$ cat config.mk
export PLATFORM = sky130hd
export DESIGN_NAME = spi_slave_9_flat
export DESIGN_NICKNAME = d
export VERILOG_FILES = /design/src/rtl/spi_slave_9_if.sv /design/src/rtl/spi_slave_9.sv /design/src/flat_wrapper.sv
export SDC_FILE = /design/constraint.sdc
export NUM_CORES = 1
export LEC_CHECK = 0
export ABC_AREA = 1
export CORE_MARGIN = 2
export CORE_UTILIZATION = 48
export CTS_CLUSTER_DIAMETER = 100
export CTS_CLUSTER_SIZE = 40
export DETAILED_ROUTE_END_ITERATION = 16
export HOLD_SLACK_MARGIN = 0.03
export PLACE_DENSITY = 0.74
export SLEW_MARGIN = 10
export SYNTH_ARGS = -nofsm -noshare
export SYNTH_HDL_FRONTEND = slang
export SYNTH_SLANG_ARGS = --single-unit
$ cat constraint.sdc
create_clock -name clk -period 1.45 [get_ports clk]
set_input_delay 0.435 -clock clk [delete_from_list [all_inputs] [get_ports clk]]
set_output_delay 0.435 -clock clk [all_outputs]
set_load 0.1 [all_outputs]
$ cat src/rtl/spi_slave_9_if.sv
// Serial pins and parallel word/status bundle for the 9-bit frame-based SPI slave.
// The master modport is the bench/master side; the slave modport is the block itself.
interface spi_slave_9_if #(
    parameter int M = 9
);
    logic         SCLK;
    logic         LOAD;
    logic         MOSI;
    logic [M-1:0] DI;
    logic         MISO;
    logic [M-1:0] DO;
    logic         rx_valid;
    logic         frame_err;
    logic         busy;
    logic [3:0]   bit_cnt;

    modport slave (
        input  SCLK, LOAD, MOSI, DI,
        output MISO, DO, rx_valid, frame_err, busy, bit_cnt
    );

    modport master (
        output SCLK, LOAD, MOSI, DI,
        input  MISO, DO, rx_valid, frame_err, busy, bit_cnt
    );
endinterface

$ cat src/rtl/spi_slave_9.sv
// SPI slave for LOAD-framed M-bit words: oversamples SCLK/LOAD/MOSI, shifts rx in and tx out,
// and reports a good frame via rx_valid or a wrong bit count via frame_err.
module spi_slave_9 #(
    parameter int M    = 9,
    parameter int SYNC = 2
) (
    input  logic          clk,
    input  logic          clr,
    spi_slave_9_if.slave  bus
);
    typedef enum logic [1:0] {
        ST_IDLE  = 2'd0,
        ST_SHIFT = 2'd1,
        ST_DONE  = 2'd2
    } state_t;

    localparam logic [3:0] M_CNT = 4'(M);

    logic [SYNC-1:0] sclk_sync_q, load_sync_q, mosi_sync_q;
    logic            sclk_dly_q, load_dly_q;
    logic            sclk_rise, sclk_fall, load_rise, load_fall, mosi_s;

    state_t          state_q, state_d;
    logic [M-1:0]    tx_q, tx_d, rx_q, rx_d, do_q, do_d;
    logic [3:0]      cnt_q, cnt_d;
    logic            miso_q, miso_d, valid_q, valid_d, err_q, err_d, busy_q, busy_d;

    // Synchronizer chains plus one delay flop for edge detection
    always_ff @(posedge clk or posedge clr) begin
        if (clr) begin
            sclk_sync_q <= '0;
            load_sync_q <= '0;
            mosi_sync_q <= '0;
            sclk_dly_q  <= 1'b0;
            load_dly_q  <= 1'b0;
        end else begin
            sclk_sync_q <= {sclk_sync_q[SYNC-2:0], bus.SCLK};
            load_sync_q <= {load_sync_q[SYNC-2:0], bus.LOAD};
            mosi_sync_q <= {mosi_sync_q[SYNC-2:0], bus.MOSI};
            sclk_dly_q  <= sclk_sync_q[SYNC-1];
            load_dly_q  <= load_sync_q[SYNC-1];
        end
    end

    // LOAD syncs clear to 0, so LOAD held low across reset release cannot look like a falling edge
    assign sclk_rise = sclk_sync_q[SYNC-1] & ~sclk_dly_q;
    assign sclk_fall = ~sclk_sync_q[SYNC-1] & sclk_dly_q;
    assign load_rise = load_sync_q[SYNC-1] & ~load_dly_q;
    assign load_fall = ~load_sync_q[SYNC-1] & load_dly_q;
    assign mosi_s    = mosi_sync_q[SYNC-1];

    // Frame FSM: next state, shift registers and the registered output values
    always_comb begin
        state_d = state_q;
        tx_d    = tx_q;
        rx_d    = rx_q;
        cnt_d   = cnt_q;
        miso_d  = miso_q;
        do_d    = do_q;
        valid_d = 1'b0;
        err_d   = 1'b0;
        case (state_q)
            ST_IDLE, ST_DONE: begin
                if (load_fall) begin
                    tx_d    = bus.DI;
                    miso_d  = bus.DI[M-1];
                    rx_d    = '0;
                    cnt_d   = 4'd0;
                    state_d = ST_SHIFT;
                end else begin
                    state_d = ST_IDLE;
                end
            end
            ST_SHIFT: begin
                if (sclk_rise) begin
                    rx_d  = {rx_q[M-2:0], mosi_s};
                    cnt_d = (cnt_q == 4'hF) ? cnt_q : cnt_q + 4'd1;
                end else if (sclk_fall && (cnt_q != 4'd0)) begin
                    tx_d   = {tx_q[M-2:0], 1'b0};
                    miso_d = tx_q[M-2];
                end else begin
                    rx_d = rx_q;
                end
                // Judge the frame on the post-edge count so a coincident last rise still counts
                if (load_rise) begin
                    state_d = ST_DONE;
                    if (cnt_d == M_CNT) begin
                        do_d    = rx_d;
                        valid_d = 1'b1;
                    end else begin
                        err_d = 1'b1;
                    end
                end else begin
                    state_d = ST_SHIFT;
                end
            end
            default: begin
                state_d = ST_IDLE;
            end
        endcase
        busy_d = (state_d == ST_SHIFT);
    end

    // State and output registers
    always_ff @(posedge clk or posedge clr) begin
        if (clr) begin
            state_q <= ST_IDLE;
            tx_q    <= '0;
            rx_q    <= '0;
            cnt_q   <= 4'd0;
            miso_q  <= 1'b0;
            do_q    <= '0;
            valid_q <= 1'b0;
            err_q   <= 1'b0;
            busy_q  <= 1'b0;
        end else begin
            state_q <= state_d;
            tx_q    <= tx_d;
            rx_q    <= rx_d;
            cnt_q   <= cnt_d;
            miso_q  <= miso_d;
            do_q    <= do_d;
            valid_q <= valid_d;
            err_q   <= err_d;
            busy_q  <= busy_d;
        end
    end

    assign bus.MISO      = miso_q;
    assign bus.DO        = do_q;
    assign bus.rx_valid  = valid_q;
    assign bus.frame_err = err_q;
    assign bus.busy      = busy_q;
    assign bus.bit_cnt   = cnt_q;
endmodule

$ cat src/flat_wrapper.sv
// flat-port wrapper written by rule: the top's interface ports become plain ports
module spi_slave_9_flat 
#(
    parameter int M    = 9,
    parameter int SYNC = 2
)
  (clk, clr, bus_SCLK, bus_LOAD, bus_MOSI, bus_DI, bus_MISO, bus_DO, bus_rx_valid, bus_frame_err, bus_busy, bus_bit_cnt);
  spi_slave_9_if #(.M(M)) bus_i ();
  input  logic clk;
  input  logic clr;
  input wire logic [$bits(bus_i.SCLK)-1:0] bus_SCLK;
  input wire logic [$bits(bus_i.LOAD)-1:0] bus_LOAD;
  input wire logic [$bits(bus_i.MOSI)-1:0] bus_MOSI;
  input wire logic [$bits(bus_i.DI)-1:0] bus_DI;
  output wire logic [$bits(bus_i.MISO)-1:0] bus_MISO;
  output wire logic [$bits(bus_i.DO)-1:0] bus_DO;
  output wire logic [$bits(bus_i.rx_valid)-1:0] bus_rx_valid;
  output wire logic [$bits(bus_i.frame_err)-1:0] bus_frame_err;
  output wire logic [$bits(bus_i.busy)-1:0] bus_busy;
  output wire logic [$bits(bus_i.bit_cnt)-1:0] bus_bit_cnt;
  assign bus_i.SCLK = bus_SCLK;
  assign bus_i.LOAD = bus_LOAD;
  assign bus_i.MOSI = bus_MOSI;
  assign bus_i.DI = bus_DI;
  assign bus_MISO = bus_i.MISO;
  assign bus_DO = bus_i.DO;
  assign bus_rx_valid = bus_i.rx_valid;
  assign bus_frame_err = bus_i.frame_err;
  assign bus_busy = bus_i.busy;
  assign bus_bit_cnt = bus_i.bit_cnt;
  spi_slave_9 #(.M(M), .SYNC(SYNC)) u_core (.clk(clk), .clr(clr), .bus(bus_i));
endmodule
==> Yosys cells after proc, flatten, opt, wreduce, memory -nomap -nowiden <==
Cells that the tools add are included.
{ "totals": {"regBits": 44, "latchBits": 0, "ram_bits": 0, "romBits": 0, "input_bits": 14, "output_inout_bits": 17, "wordCells": 64, "mem_count": 0} }
{ "classes": {"n_addsub": 1, "multipliers": 0, "div_mod_pow": 0, "magnitude_cmp": 0, "n_eq_ne": 8, "shift": 0, "mux": 25, "bitwise": 8, "reduce_logical": 8} }
{ "ops": {"columns": ["operator", "n"], "rows": [
  ["8-bit two-way mux", 3],
  ["9-bit two-way mux", 2],
  ["9-bit case mux with 2 select lines", 1],
  ["4-bit two-way mux", 4],
  ["8-bit case mux with 2 select lines", 1],
  ["1-bit two-way mux", 10],
  ["4-bit == test (second input constant)", 2],
  ["4-bit case mux with 2 select lines", 1],
  ["4-bit by 1-bit adder with 4-bit output (second input constant)", 1],
  ["1-bit AND", 4],
  ["2-bit by 1-bit == test with 1-bit output (second input constant)", 2],
  ["2-bit by 1-bit inequality test with 1-bit output (second input constant)", 2],
  ["1-bit NOT", 4],
  ["2-bit case mux with 2 select lines", 1],
  ["4-bit AND reduction", 1],
  ["4-bit nonzero test", 1],
  ["3-bit AND reduction", 1],
  ["2-bit == test (second input constant)", 1],
  ["2-bit logical NOT", 1],
  ["2-bit two-way mux", 1],
  ["2-bit inequality test (second input constant)", 1],
  ["1-bit case mux with 2 select lines", 1],
  ["2-bit AND reduction", 1],
  ["2-bit nonzero test", 1],
  ["other kinds (2)", 2]
]} }

==> Logic depth before layout (Yosys ltp) <==
{ "depth": {"ltp_word": 8, "mapped_depth": 10, "mapped_depth_nobuf": 10} }

==> Worst setup path before layout <==
OpenSTA, ideal clock, no wires.
{ "synth_path": {"path_kind": "register to register", "from": "register u_core.cnt_q[1] (netlist: u_core.bus.bit_cnt[1])", "to": "register u_core.do_q[0] (netlist: u_core.bus.DO[0])", "setup_time_ns": 0.122, "arrival_time_ns": 2.129, "required_ns": 1.328, "path_slack_ns": -0.801, "stages_incl_launch_ff": 9, "path_buffers": 0, "period_less_slack_ns": 2.251, "cell_sequence": "dfrtp_1 ha_1 nand3_1 nand3_1 nand2_1 nor2_2 nand4_4 nand2_1 nand2_1"} }
{ "synth_via": {"elab_chain_len": 6, "elab_cells_between_ends": 7, "classes_between": "add/sub: 1; eq/ne: 2; mux: 3; reduce/logical: 1"} }
{ "synth_rtl": {"columns": ["element", "line_no", "source"], "rows": [
  ["start: declaration", "spi_slave_9.sv:25", "logic [3:0] cnt_q, cnt_d;"],
  ["start signal: assignment", "spi_slave_9.sv:120", "cnt_q <= cnt_d;"],
  ["4-bit by 1-bit adder with 4-bit output or 4-bit == test (tied branches)", "spi_slave_9.sv:77", "cnt_d = (cnt_q == 4'hF) ? cnt_q : cnt_q + 4'd1;"],
  ["4-bit two-way mux", "spi_slave_9.sv:77", null],
  ["4-bit two-way mux *", "spi_slave_9.sv:75", "if (sclk_rise) begin"],
  ["4-bit two-way mux *", "spi_slave_9.sv:62", "case (state_q)"],
  ["4-bit == test *", "spi_slave_9.sv:87", "if (cnt_d == M_CNT) begin"],
  ["3-bit AND reduction (no source line) *", null, null],
  ["end signal: assignment", "spi_slave_9.sv:122", "do_q <= do_d;"],
  ["end: declaration", "spi_slave_9.sv:24", "logic [M-1:0] tx_q, tx_d, rx_q, rx_d, do_q, do_d;"]
]} }
Every way passes the cells marked *; elsewhere a longest branch is shown, timed or not. The select of a mux whose other input is x is not followed.
A chain may end at the register's enable or synchronous reset.

==> Worst setup path after layout <==
{ "layout_path": {"from": "register u_core.cnt_q[0] (netlist: u_core.bus.bit_cnt[0])", "to": "register u_core.do_q[5] (netlist: u_core.bus.DO[5])"} }
The elaborated chain is that of the path after synthesis.

==> out/qor.csv <==
metric;value;unit
vias_per_cell;5.21;
hold_class;reg2reg;
ios;31;
grt_max_degree;45;
rows;23;
finalSetupTns;-1860;ps
worst_clock_skew;10.5;ps
io_buffers;30;
postCtsHoldBufs;0;
status;finished, violations left;
cp_slowest_cell;dfrtp_4;
hpwl;3000;µm
hold_viol_final;0;
max_cap_viol_count;0;
multiInputGateArea;1020;µm²
clkTransAtPathRegs;80;ps
ir_drop;0.000915;V
numCtsBuffers;5;
yosys-top-cells-count;nand2_1 (54), dfrtp_1 (44), inv_1 (27), o21ai_0 (25), nand3_1 (18);
overflow;0;
post-route-period-util;111;%
cts.sinks;44;
initial_core_util;50.9;%
worstPathMaxFanout;5;
gp_congestion;0.781;
cp-end-kind;register;
crit_chain;ha_4, nand3_4, nand2_4, nand2_2, nand2_4, nor2_4, nand4_4, nand2_2, nand2_1;
via_count;1720;
finalNetCount;295;
fin_ws;-159;ps
cts_tree;built;
synth_cell_types;30;
fillers;249;
htree_levels;2;
netlist_instances;224;
synth_edf_count;0;
antenna_found_initial;0;
cp_data_required_time;1650;ps
seq_area;1120;µm²
fp.dieH;69.6;µm
violations;setup timing;
cp-start-kind;register;
fmax;0.622;GHz
n_antenna_cell;0;
netlist_area;2060;µm²
synth_top_area_cell;dfrtp_1;
cp_slowest_stage_delay;520;ps
placed_area;2820;µm²
wl;4620;µm
p_per_area;1360;nW/µm²
drt_pass1_iterations;4;
async_reset_ff_share;100;%
drc_errors;0;
clk_path_buf_depth;2;
rsz0062_at_grt;true;
leakage;1.41;nW
core;4060;µm²
fp.dieW;69.6;µm
clk_latency;300;ps
avgSynthCellArea;9.22;µm²
yosys_register_bits;44;
synth-main-ff-cell;dfrtp_1;
hold_ws;354;ps
seq_area_frac_synth;53.3;%
crit_family;simple AND/OR/NAND/NOR gates;
syn_to_final_growth;52.6;%
slew_violations;0;
dp_cells;316;
grt_pass1_wl;8050;µm
setup_viol;16;
drt_iter0_drc;64;
grt_use_met3;4.65;%
power.total;4.28;mW
crit_arrival;1800;ps
yosysTopAreaCellShare;53.3;%
die-area;4840;µm²
grt.met1_usage;28.4;%
stdcell_count;330;
use_met2;33.8;%
ant_nets;0;
stdcell_area;3150;µm²
cts_root_buffer;clkbuf_8;
tightest_slew;289;ps
syn_nets;240;
grt_busiest_layer;met2;
post-route-min-period;1610;ps
grt_pass1_vias;1719;
yosysWarnings;0;
crit_buf_inv;0;
synth_most_common_cell;nand2_1;
slew-limit-headroom;80.6;%
drive_gt1_share;38.6;%
synthTopCellsByArea;dfrtp_1 (53%), nand2_1 (9.8%), o21ai_0 (6.1%);
crit_type;reg2reg;
grt_usage;21.0;%
detail_route.wl_per_cell;14.0;µm
## worst register-to-register path, cell delays in order, from the launching register on
cell and delay, ps:
dfrtp_4 520, ha_4 200, nand3_4 90, nand2_4 80, nand2_2 80, nand2_4 70
nor2_4 160, nand4_4 150, nand2_2 100, nand2_1 50
## layout make-up
| class | instances | area share [%] |
|---|---|---|
| well taps | 50 | 1.99 |
| clock buffers | 6 | 2.62 |
| inverters | 32 | 4.09 |
| flip-flops and latches | 44 | 35.4 |
| multi-input cells | 143 | 32.3 |
| clock inverters | 2 | 1.23 |
| repair buffers | 53 | 22.3 |
## metrics by stage
step,setup slack [ps],util (%)
6_report,-159,77.6
5_1_grt,-227,77.6
4_1_cts,-131,76.3
3_5_place_dp,-114,69.4
3_3_place_gp,-71.5,69.4
2_1_floorplan,-211,-
## placed cells by master, fill, tap and decap left out, types with 2 or more instances in the layout
master and instances:
a21oi_1 2, buf_12 20, buf_4 14, buf_6 6, clkbuf_8 6, clkdlybuf4s50_1 13
dfrtp_1 40, dfrtp_4 4, ha_4 2, inv_1 23, inv_2 6, inv_4 2
nand2_1 47, nand2_2 7, nand2_4 6, nand3_1 6, nand3_2 10, nand3_4 5
nand4_4 2, nor2_1 3, nor2_2 2, nor2_4 4, nor2_8 2, o211ai_1 7
o21ai_0 9, o21ai_1 15, o21ai_2 2, o22ai_1 3, o22ai_2 2
## kinds of logic (layout without fill, tap and decap cells)
family / count (synthesis) / count (layout) / synth area share [%]
AND/OR/NAND/NOR: 95 / 97 / 23.9
AO/OA/AOI/OAI: 44 / 44 / 13.4
buffers and inverters: 39 / 93 / 8.18
flip-flops: 44 / 44 / 53.3
adder cells (fa/ha/maj): 2 / 2 / 1.21
## what timing repair did
action / in CTS / in global routing
setup endpoints to repair: 15 / 33
setup buffers: 5 / 2
gates cloned: 2 / 0
pin swaps: 15 / 19
resized for setup: 19 / 25
hold endpoints to repair: 0 / 0
## metal layers
metal / vias up / routed length, µm
li1: 847 / -
met1: 832 / 2110
met2: 35 / 2280
met3: 6 / 164
met4: 0 / 59
met5: - / 0
## where the power goes
part / switching [mW] / internal [mW] / total (mW)
clock: 0.421 / 0.563 / 0.984
combinational: 1.03 / 0.705 / 1.74
sequential: 0.129 / 1.43 / 1.56
## path summary, 6_finish.rpt
check                                                  start                                 to  slack [ps]  cells past startpoint
setup / recovery           u_core.bus.bit_cnt[0]$_DFFE_PP0P_       u_core.bus.DO[5]$_DFFE_PP0P_        -160                      9
hold / removal               u_core.mosi_sync_q[0]$_DFF_PP0_    u_core.mosi_sync_q[1]$_DFF_PP0_         350                      0
setup reg to reg           u_core.bus.bit_cnt[0]$_DFFE_PP0P_       u_core.bus.DO[5]$_DFFE_PP0P_        -160                      9
hold reg to reg              u_core.mosi_sync_q[0]$_DFF_PP0_    u_core.mosi_sync_q[1]$_DFF_PP0_         350                      0
max in group asynchronous                                clr  u_core.bus.bit_cnt[1]$_DFFE_PP0P_         700                      3
min in group asynchronous                                clr         u_core.tx_q[2]$_DFFE_PP0P_         530                      3
## state kept, by name (all words and copies together) (netlist names)
name                  count
u_core.bus.DO             9
u_core.rx_q               9
u_core.tx_q               8
u_core.bus.bit_cnt        4
u_core.load_sync_q        2
u_core.mosi_sync_q        2
u_core.sclk_sync_q        2
u_core.state_q            2
u_core.bus.MISO           1
u_core.bus.busy           1
u_core.bus.frame_err      1
u_core.bus.rx_valid       1
u_core.load_dly_q         1
u_core.sclk_dly_q         1
Power figures use the tool's default switching activity.
